==> config.mk <==
export PLATFORM = sky130hd
export DESIGN_NAME = tap_controller_flat
export DESIGN_NICKNAME = d
export VERILOG_FILES = /design/src/rtl/jtag_pkg.sv /design/src/rtl/tap_controller_if.sv /design/src/rtl/tap_tdo_out.sv /design/src/rtl/tap_controller.sv /design/src/flat_wrapper.sv
export SDC_FILE = /design/constraint.sdc
export NUM_CORES = 1
export LEC_CHECK = 0
export ABC_AREA = 1
export CORE_AREA = 2 2 39 41
export DETAILED_ROUTE_END_ITERATION = 6
export DIE_AREA = 0 0 41 43
export PLACE_DENSITY = 0.72
export RECOVER_POWER = 25
export SLEW_MARGIN = 5
export SYNTH_ARGS = -nofsm -noshare
export SYNTH_HDL_FRONTEND = slang
export SYNTH_HIERARCHICAL = 1
export SYNTH_SLANG_ARGS = --single-unit
==> constraint.sdc <==
create_clock -name tck -period 3.28 [get_ports tck]
set_input_delay 0.492 -clock tck [delete_from_list [all_inputs] [get_ports tck]]
set_output_delay 0.492 -clock tck [all_outputs]
set_load 0.05 [all_outputs]
==> src/rtl/jtag_pkg.sv <==
`default_nettype none
// +----------------------------------------------------------------------+
// | jtag_pkg : TAP controller state type shared by all JTAG blocks        |
// | Revision : 1.0                                                        |
// +----------------------------------------------------------------------+
package jtag_pkg;

  // Five-bit encoding leaves 16 spare codes that the FSM treats as corrupt.
  typedef enum logic [4:0] {
    TEST_LOGIC_RESET = 5'd0,
    RUN_TEST_IDLE    = 5'd1,
    SELECT_DR_SCAN   = 5'd2,
    CAPTURE_DR       = 5'd3,
    SHIFT_DR         = 5'd4,
    EXIT1_DR         = 5'd5,
    PAUSE_DR         = 5'd6,
    EXIT2_DR         = 5'd7,
    UPDATE_DR        = 5'd8,
    SELECT_IR_SCAN   = 5'd9,
    CAPTURE_IR       = 5'd10,
    SHIFT_IR         = 5'd11,
    EXIT1_IR         = 5'd12,
    PAUSE_IR         = 5'd13,
    EXIT2_IR         = 5'd14,
    UPDATE_IR        = 5'd15
  } tap_ctrl_fsm_t;

  function automatic logic is_shift(input tap_ctrl_fsm_t state);
    return (state == SHIFT_DR) || (state == SHIFT_IR);
  endfunction

endpackage
`default_nettype wire

==> src/rtl/tap_controller_if.sv <==
`default_nettype none
// +----------------------------------------------------------------------+
// | tap_controller_if : serial/select inputs and state/strobe outputs     |
// | Revision : 1.0                                                        |
// +----------------------------------------------------------------------+
interface tap_controller_if;
  import jtag_pkg::*;

  logic          tms;
  logic          select_dr;
  logic          ir_tdo;
  logic          dr_tdo;
  tap_ctrl_fsm_t tap_state;
  logic          tdo;
  logic          tdo_en;
  logic          capture_dr;
  logic          shift_dr;
  logic          update_dr;
  logic          tlr;

  modport master (
    input  tms, select_dr, ir_tdo, dr_tdo,
    output tap_state, tdo, tdo_en, capture_dr, shift_dr, update_dr, tlr
  );

  modport slave (
    output tms, select_dr, ir_tdo, dr_tdo,
    input  tap_state, tdo, tdo_en, capture_dr, shift_dr, update_dr, tlr
  );
endinterface
`default_nettype wire

==> src/rtl/tap_tdo_out.sv <==
`default_nettype none
// +----------------------------------------------------------------------+
// | tap_tdo_out : falling-edge TDO mux/register and driver enable         |
// | Revision : 1.0                                                        |
// +----------------------------------------------------------------------+
module tap_tdo_out (
  input  wire logic tck,
  input  wire logic trstn,
  input  wire logic shifting,
  input  wire logic select_dr,
  input  wire logic ir_tdo,
  input  wire logic dr_tdo,
  output logic      tdo,
  output logic      tdo_en
);

  logic w_mux;
  logic r_tdo;
  logic r_tdo_en;

  assign w_mux = select_dr ? dr_tdo : ir_tdo;

  // tdo keeps its last shifted bit outside the shift states.
  always_ff @(negedge tck or negedge trstn) begin
    if (!trstn) begin
      r_tdo    <= 1'b0;
      r_tdo_en <= 1'b0;
    end else begin
      r_tdo_en <= shifting;
      if (shifting) begin
        r_tdo <= w_mux;
      end
    end
  end

  assign tdo    = r_tdo;
  assign tdo_en = r_tdo_en;

endmodule
`default_nettype wire

==> src/rtl/tap_controller.sv <==
`default_nettype none
// +----------------------------------------------------------------------+
// | tap_controller : IEEE 1149.1 16-state TAP FSM with DR strobe decode   |
// | Revision : 1.0                                                        |
// +----------------------------------------------------------------------+
module tap_controller
  import jtag_pkg::*;
(
  input wire logic         tck,
  input wire logic         trstn,
  tap_controller_if.master tap
);

  tap_ctrl_fsm_t r_state;
  tap_ctrl_fsm_t w_next_state;
  logic          w_shifting;

  always_ff @(posedge tck or negedge trstn) begin
    if (!trstn) begin
      r_state <= TEST_LOGIC_RESET;
    end else begin
      r_state <= w_next_state;
    end
  end

  always_comb begin
    w_next_state = TEST_LOGIC_RESET;
    case (r_state)
      TEST_LOGIC_RESET: w_next_state = tap.tms ? TEST_LOGIC_RESET : RUN_TEST_IDLE;
      RUN_TEST_IDLE:    w_next_state = tap.tms ? SELECT_DR_SCAN   : RUN_TEST_IDLE;
      SELECT_DR_SCAN:   w_next_state = tap.tms ? SELECT_IR_SCAN   : CAPTURE_DR;
      CAPTURE_DR:       w_next_state = tap.tms ? EXIT1_DR         : SHIFT_DR;
      SHIFT_DR:         w_next_state = tap.tms ? EXIT1_DR         : SHIFT_DR;
      EXIT1_DR:         w_next_state = tap.tms ? UPDATE_DR        : PAUSE_DR;
      PAUSE_DR:         w_next_state = tap.tms ? EXIT2_DR         : PAUSE_DR;
      EXIT2_DR:         w_next_state = tap.tms ? UPDATE_DR        : SHIFT_DR;
      UPDATE_DR:        w_next_state = tap.tms ? SELECT_DR_SCAN   : RUN_TEST_IDLE;
      SELECT_IR_SCAN:   w_next_state = tap.tms ? TEST_LOGIC_RESET : CAPTURE_IR;
      CAPTURE_IR:       w_next_state = tap.tms ? EXIT1_IR         : SHIFT_IR;
      SHIFT_IR:         w_next_state = tap.tms ? EXIT1_IR         : SHIFT_IR;
      EXIT1_IR:         w_next_state = tap.tms ? UPDATE_IR        : PAUSE_IR;
      PAUSE_IR:         w_next_state = tap.tms ? EXIT2_IR         : PAUSE_IR;
      EXIT2_IR:         w_next_state = tap.tms ? UPDATE_IR        : SHIFT_IR;
      UPDATE_IR:        w_next_state = tap.tms ? SELECT_DR_SCAN   : RUN_TEST_IDLE;
      // Spare encodings recover through reset rather than wandering.
      default:          w_next_state = TEST_LOGIC_RESET;
    endcase
  end

  assign w_shifting     = is_shift(r_state);
  assign tap.tap_state  = r_state;
  assign tap.tlr        = (r_state == TEST_LOGIC_RESET);
  assign tap.capture_dr = (r_state == CAPTURE_DR);
  assign tap.shift_dr   = (r_state == SHIFT_DR);
  assign tap.update_dr  = (r_state == UPDATE_DR);

  tap_tdo_out u_tdo_out (
    .tck       (tck),
    .trstn     (trstn),
    .shifting  (w_shifting),
    .select_dr (tap.select_dr),
    .ir_tdo    (tap.ir_tdo),
    .dr_tdo    (tap.dr_tdo),
    .tdo       (tap.tdo),
    .tdo_en    (tap.tdo_en)
  );

endmodule
`default_nettype wire

==> src/flat_wrapper.sv <==
// flat-port wrapper written by rule: the top's interface ports become plain ports
module tap_controller_flat import jtag_pkg::*;
  (tck, trstn, tap_tms, tap_select_dr, tap_ir_tdo, tap_dr_tdo, tap_tap_state, tap_tdo, tap_tdo_en, tap_capture_dr, tap_shift_dr, tap_update_dr, tap_tlr);
  tap_controller_if tap_i ();
  input wire logic tck;
  input wire logic trstn;
  input wire logic [$bits(tap_i.tms)-1:0] tap_tms;
  input wire logic [$bits(tap_i.select_dr)-1:0] tap_select_dr;
  input wire logic [$bits(tap_i.ir_tdo)-1:0] tap_ir_tdo;
  input wire logic [$bits(tap_i.dr_tdo)-1:0] tap_dr_tdo;
  output wire logic [$bits(tap_i.tap_state)-1:0] tap_tap_state;
  output wire logic [$bits(tap_i.tdo)-1:0] tap_tdo;
  output wire logic [$bits(tap_i.tdo_en)-1:0] tap_tdo_en;
  output wire logic [$bits(tap_i.capture_dr)-1:0] tap_capture_dr;
  output wire logic [$bits(tap_i.shift_dr)-1:0] tap_shift_dr;
  output wire logic [$bits(tap_i.update_dr)-1:0] tap_update_dr;
  output wire logic [$bits(tap_i.tlr)-1:0] tap_tlr;
  assign tap_i.tms = tap_tms;
  assign tap_i.select_dr = tap_select_dr;
  assign tap_i.ir_tdo = tap_ir_tdo;
  assign tap_i.dr_tdo = tap_dr_tdo;
  assign tap_tap_state = tap_i.tap_state;
  assign tap_tdo = tap_i.tdo;
  assign tap_tdo_en = tap_i.tdo_en;
  assign tap_capture_dr = tap_i.capture_dr;
  assign tap_shift_dr = tap_i.shift_dr;
  assign tap_update_dr = tap_i.update_dr;
  assign tap_tlr = tap_i.tlr;
  tap_controller u_core (.tck(tck), .trstn(trstn), .tap(tap_i));
endmodule
-- Word level (Yosys, flattened, before mapping)
Index checks and enable logic that the tools add are counted.
- add/subtract/negate cells: 0
- multipliers: 0
- div/mod/pow operators: 0
- $lt $le $gt $ge: 0
- equal/unequal tests: 15
- shift-type cells: 0
- mux-type cells: 14
- bitwise operators: 0
- reduce and logical (&&, ||, !) cells: 5
- operators with widths (operator ; number):
    one-hot mux 5 bit (12 select lines) ; 1
    equality test 5 x 4 -> 1 bit (second input constant) ; 8
    equality test 5 x 3 -> 1 bit (second input constant) ; 4
    two-way mux 4 bit ; 4
    equality test 5 x 2 -> 1 bit (second input constant) ; 2
    two-way mux 2 bit ; 3
    two-way mux 3 bit ; 2
    equality test 5 x 1 -> 1 bit (second input constant) ; 1
    zero test 5 bit ; 1
    two-way mux 1 bit ; 4
    OR reduction 2 bit ; 2
    OR reduction 3 bit ; 1
    logical OR 1 bit ; 1
- register bits after elaboration: 7
- latch bits: 0
- memory bits (writable): 0
- bits in read-only memories: 0
- output and inout bits: 11
- word-level logic and storage cells: 37
- memories kept: 0

-- Longest topological paths before layout
Gate-level depths: netlist of the first run.
- depth after elaboration: 3
- depth in mapped cells: 7
- mapped depth without buffers: 7

-- Hierarchy
Netlist of the first run, hierarchy kept.
- by module, submodules not included (module ; instances ; cells each ; area an instance (um2) ; seq. area each (um2)):
    tap_controller ; 1 ; 68 ; 380.4 ; 100.1
    tap_tdo_out ; 1 ; 11 ; 85.1 ; 50.0

==> impl_metrics.py, run 1 <==
metrics = {
    "sta": {
        "rsz0062_at_grt": "no",
        "finalSetupViolations": 0,
        "fin_skew_ns": 0.01435,
        "hold_ws_ns": 0.4994,
        "hold_viol_final": 0,
        "worst_pin_slew_ns": 0.5016,
        "drv_slew": 0,
        "slew_headroom_pct": 66.46,
        "setup_tns_ns": 0,
    },
    "placed_design": {
        "io_buffers": 15,
        "gp_congestion": 0.9399,
        "dp_hpwl_um": 866.7,
    },
    "min_path": {
        "hold_path.class": "flip-flop to flip-flop",
        "hp-start": "u_core/u_tdo_out/tdo",
    },
    "global_route": {
        "overflow": 0,
        "grt_max_degree": 8,
        "grtUsageTotal_pct": 14.16,
        "grt_pass1_vias": 448,
        "antenna_found_initial": 0,
        "grt_pass1_wl_mm": 1.745,
    },
    "worst_setup_path": {
        "critical_path_class": "flip-flop to primary output",
        "cp_slowest_stage_delay_ns": 0.45,
        "path_cells": "buf_12",
        "path_buf_inv": 1,
        "cp_data_required_time_ns": 2.79,
        "startpoint_type": "flip-flop",
        "r2r-start": "u_core/tap.tap_state[1]",
        "crit_start": "u_core/u_tdo_out/tdo",
        "end_kind": "primary output",
        "critPathTopFamily": "flip-flops",
        "cp_slowest_cell": "dfrtn_1",
        "worst-path-max-fanout": 2,
        "worstPathArrival_ns": 2.49,
    },
    "synth": {
        "synth_top_family_by_area": "simple AND/OR/NAND/NOR gates",
        "synth_nets": 85,
        "synth-xor-area-share_pct": 0,
        "syn_avg_cell_area_sq_um": 5.892,
        "yosysSeqAreaShare_pct": 32.26,
        "syn_inst": 79,
        "synthAdderAreaFrac_pct": 0,
        "ys_types": 16,
        "syn_area_sq_um": 465.4,
        "synth_simple_gate_area_share_pct": 40.59,
        "synth_seq_cells": 6,
        "synth_mux_area_share_pct": 0,
        "ys_warn_count": 6,
        "synth-compound-area-share_pct": 12.63,
    },
    "layout": {
        "area_growth_pct": 45.70,
        "antenna_cells": 0,
        "layout.nets": 105,
        "drive_above_1_share_pct": 9.278,
    },
    "clock_tree": {
        "clock_latency_ns": 0.25,
        "htree_levels": 1,
        "cts_buffers": 3,
        "cts_root_buf": "clkbuf_4",
        "clk_pin_slew_worst_paths_ns": 0.03,
        "cts_num_sinks": 6,
        "cts_hold_buf": 0,
        "cts_resized": 0,
        "cts_setup_buffers": 0,
        "clock_path_buffers": 2,
        "tritoncts": "done",
    },
    "route": {
        "ant_nets": 0,
        "route.detailed.drc": 0,
        "totalWireLength_mm": 1.069,
        "vias": 534,
        "viasPerCell": 4.726,
        "detail_route.wl_per_cell_um": 9.460,
        "drt-pass1-iter-count": 4,
        "drtIter0Drc": 12,
    },
    "die": {
        "io_pins": 17,
        "num_rows": 14,
        "dieArea_sq_mm": 0.001763,
        "core_region_area_sq_mm": 0.001384,
        "die_y_um": 43,
        "initial_core_util_pct": 33.63,
        "die_w_um": 41,
    },
    "power_and_ir_drop": {
        "p_int_mw": 0.3340,
        "p_switching_mw": 0.4104,
        "p_seq_share_pct": 20.6,
        "p_clk_share_pct": 8.6,
        "ir_worst_vdd_mv": 0.5761,
        "power.leakage_nw": 0.3695,
        "p_per_area_mw_per_mm2": 1098,
        "swShare_pct": 55.13,
        "power_frac_comb_pct": 70.8,
    },
    "status": {
        "outcome": "complete, no violations",
    },
    "flow_run": {
        "drv_cap": 0,
    },
}
power by group through the flow:
| stage | logic [mW] | registers [mW] | clock network (mW) |
|---|---|---|---|
| after floorplan | 0.240 | 0.253 | 0 |
| after global placement | 0.524 | 0.154 | 0 |
| after detailed placement | 0.525 | 0.154 | 0 |
| after CTS | 0.526 | 0.153 | 0.0669 |
| after global routing | 0.562 | 0.160 | 0.0717 |
| final | 0.527 | 0.153 | 0.0641 |
through the flow:
stage / cells / power [mW] / area, sq um / util [%] / setup WS, ns
2_1_floorplan: 79 / 0.4924 / 465.4 / - / 0.2146
5_1_grt: 113 / 0.7936 / 678.2 / 49.01 / 0.2694
6_report: 113 / 0.7444 / 678.2 / 49.01 / 0.2942
4_1_cts: 113 / 0.7461 / 678.2 / 49.01 / 0.2836
3_3_place_gp: 110 / 0.6779 / 655.6 / 47.38 / 0.3569
3_5_place_dp: 110 / 0.6789 / 655.6 / 47.38 / 0.3391
synthesized netlist by cell type:
cell type  count  area share, %
dfrtn_1        2             11
conb_1         1           0.81
nor2_1         8            6.5
o21ai_1        1            1.1
nand2_1       25             20
nand2_2        1            1.3
nand4_1        1            1.3
nand3_1        8            8.6
a21oi_1        4            4.3
nor2_2         2            2.7
o22ai_1        1            1.3
inv_1         15             12
buf_4          1            1.6
o21ai_0        4            4.3
dfrtp_1        4             22
o21bai_1       1            1.6
logic make-up after synthesis:
| group | Yosys count |
|---|---|
| simple gates | 45 |
| flops | 6 |
| buf+inv | 16 |
| other cells | 1 |
| compound gates | 11 |
area by class of cell:
type | count | area (sq um)
fill | 150 | 705.7
multi-input combinational | 57 | 251.5
timing repair buffer | 16 | 177.7
sequential | 6 | 150.1
inverter | 15 | 56.30
clock buffer | 3 | 22.52
tap | 16 | 20.02
routing by layer:
metal / track usage (%) / wire length, um / up-vias
li1: - / - / 279
met5: 0 / 0 / -
met1: 20.39 / 529 / 238
met2: 20.63 / 480 / 17
met3: 6.283 / 59 / 0
met4: 0 / 0 / 0
registers in the layout (all words and copies together), names as in the netlist:
signal	flops
u_core/tap.tap_state	4
u_core/u_tdo_out/tdo_en	1
u_core/u_tdo_out/tdo	1
layout by cell type (no fill, tap or decap), drive strengths merged:
cell,synthesis,final
o22ai,1,1
dfrtn,2,2
o21ai,5,5
clkbuf,0,3
nand4,1,1
buf,1,3
inv,15,15
clkdlybuf4s50,0,11
nor2,10,10
dfrtp,4,4
nand3,8,8
dlygate4sd3,0,2
o21bai,1,1
nand2,26,26
conb,1,1
a21oi,4,4
final timing paths:
check	end	slack, ns	depth (start not counted)
max	tap_tdo	0.29	1
max reg2reg	u_core/u_tdo_out/tdo	0.36	6
min reg2reg	u_core/u_tdo_out/tdo	0.50	2
max in group asynchronous	u_core/u_tdo_out/tdo	0.97	1
min	u_core/u_tdo_out/tdo	0.50	2
min in group asynchronous	u_core/tap.tap_state[3]	0.56	1
(Power assumes the default switching activity.)
==> inputs of run 2 (changes only) <==
--- a/config.mk
+++ b/config.mk
@@ -7,6 +7,7 @@
 export LEC_CHECK = 0
 export ABC_AREA = 1
 export CORE_AREA = 2 2 39 41
+export CTS_BUF_LIST = sky130_fd_sc_hd__clkbuf_4 sky130_fd_sc_hd__clkbuf_8
 export DETAILED_ROUTE_END_ITERATION = 6
 export DIE_AREA = 0 0 41 43
 export PLACE_DENSITY = 0.72
==> results of run 2 <==
The final DEF is identical to that of run 1; final timing and power are the same.
==> RTL change (config.mk and constraints of run 1) <==
Make the reset (`trstn`) synchronous in 2 clocked blocks.
--- a/src/rtl/tap_tdo_out.sv
+++ b/src/rtl/tap_tdo_out.sv
@@ -21,7 +21,7 @@
   assign w_mux = select_dr ? dr_tdo : ir_tdo;
 
   // tdo keeps its last shifted bit outside the shift states.
-  always_ff @(negedge tck or negedge trstn) begin
+  always_ff @(negedge tck) begin
     if (!trstn) begin
       r_tdo    <= 1'b0;
       r_tdo_en <= 1'b0;
--- a/src/rtl/tap_controller.sv
+++ b/src/rtl/tap_controller.sv
@@ -15,7 +15,7 @@
   tap_ctrl_fsm_t w_next_state;
   logic          w_shifting;
 
-  always_ff @(posedge tck or negedge trstn) begin
+  always_ff @(posedge tck) begin
     if (!trstn) begin
       r_state <= TEST_LOGIC_RESET;
     end else begin
Function: not checked (the comparison handles one clock edge and no latches or derived clocks); the edit may change what the design does.
==> RTL change against run 1 <==
Worst setup slack better by 0.045 ns. Synthesized area down 0.27%. Worst hold slack gained 0.072 ns. Synthesized cell count increased by 5.1%. Non-clock buffer count grew 1. First-iteration DRC count up 33%. Highest routed layer is now met4. Largest cell class unchanged. Count of clock-buffer cells in the layout is 1 higher. Sequential cell count stayed put. Clock skew increased by 0.043 ns. Routed wire length up 9.2%. Final area is 0.55% higher.
Power is left out: it rests on default switching activity, and per cell area and clock period it moved more than threefold.
==> RTL change: results <==
{
  "track_usage": 0.155,
  "dp_hpwl_um": 943,
  "maxSlewHeadroom": 0.667,
  "grt_util_met2": 0.213,
  "place_area_um2": 654,
  "finClkSkew_ns": 0.0575,
  "dp.cells": 114,
  "regArea_um2": 120,
  "cts_buffers": 3,
  "yosys-top-cells-count": "nand2_1, inv_1, nor2_1",
  "grtUsageMet3": 0.0262,
  "grt_first_pass_wirelength_mm": 1.81,
  "cts_buffer_depth": 2,
  "clk-insertion-delay-late_ns": 0.30,
  "setup_slack_ns": 0.339,
  "postCtsSetupBuffers": 0,
  "netlist_top_cells_area": "dfxtp_1, nand2_1, inv_1, a21oi_1, nor2_1",
  "fillerInstances": 143,
  "crit_arrival_ns": 2.45,
  "grt_max_degree": 9,
  "status": "completed",
  "wl_met1_um": 509,
  "seq_area_frac_synth": 0.259,
  "ys_types": 17,
  "wl_per_cell_um": 9.81,
  "use_met1": 0.205,
  "met3_length_um": 54,
  "stdcell_count": 119,
  "drive_above_1_share": 0.107,
  "cp_slowest_cell": "dfxtp_1",
  "synth_nets": 89,
  "synth_ff_type": "dfxtp_1",
  "vias": 564,
  "async_flop_share": 0,
  "crit_path_max_incr_delay_ns": 0.36,
  "routed.top_layer": "met4",
  "dr_wl_met2_um": 586,
  "hold_ws_ns": 0.571,
  "drt_iter0_drc": 16,
  "gp_congestion": 0.923,
  "first_global_vias": 436,
  "syn_area_per_cell_um2": 5.59,
  "rrSetupSlack_ns": 0.45,
  "dp_slack_ns": 0.370
}
-- RTL change: cell type report --
| class | count | share of cell area |
|---|---|---|
| clock buffers | 4 | 0.0385 |
| repair buffers | 17 | 0.272 |
| inverters | 13 | 0.0716 |
| clock inverters | 2 | 0.0110 |
| multi-input cells | 61 | 0.402 |
| flip-flops and latches | 6 | 0.176 |
| well taps | 16 | 0.0294 |
-- RTL change: final timing paths --
kind                                start                   end  cells after the start
setup / recovery     u_core/u_tdo_out/tdo               tap_tdo                      1
hold / removal       u_core/u_tdo_out/tdo  u_core/u_tdo_out/tdo                      2
setup reg to reg  u_core/tap.tap_state[0]  u_core/u_tdo_out/tdo                      6
hold reg to reg      u_core/u_tdo_out/tdo  u_core/u_tdo_out/tdo                      2
-- RTL change: kinds of logic (layout without fill, tap and decap cells) --
group,after synthesis,after routing,synth area share
AND/OR/NAND/NOR,46,46,0.426
buffers and inverters,16,36,0.146
AO/OA/AOI/OAI,14,14,0.162
flip-flops,6,6,0.259
other,1,1,0.00808
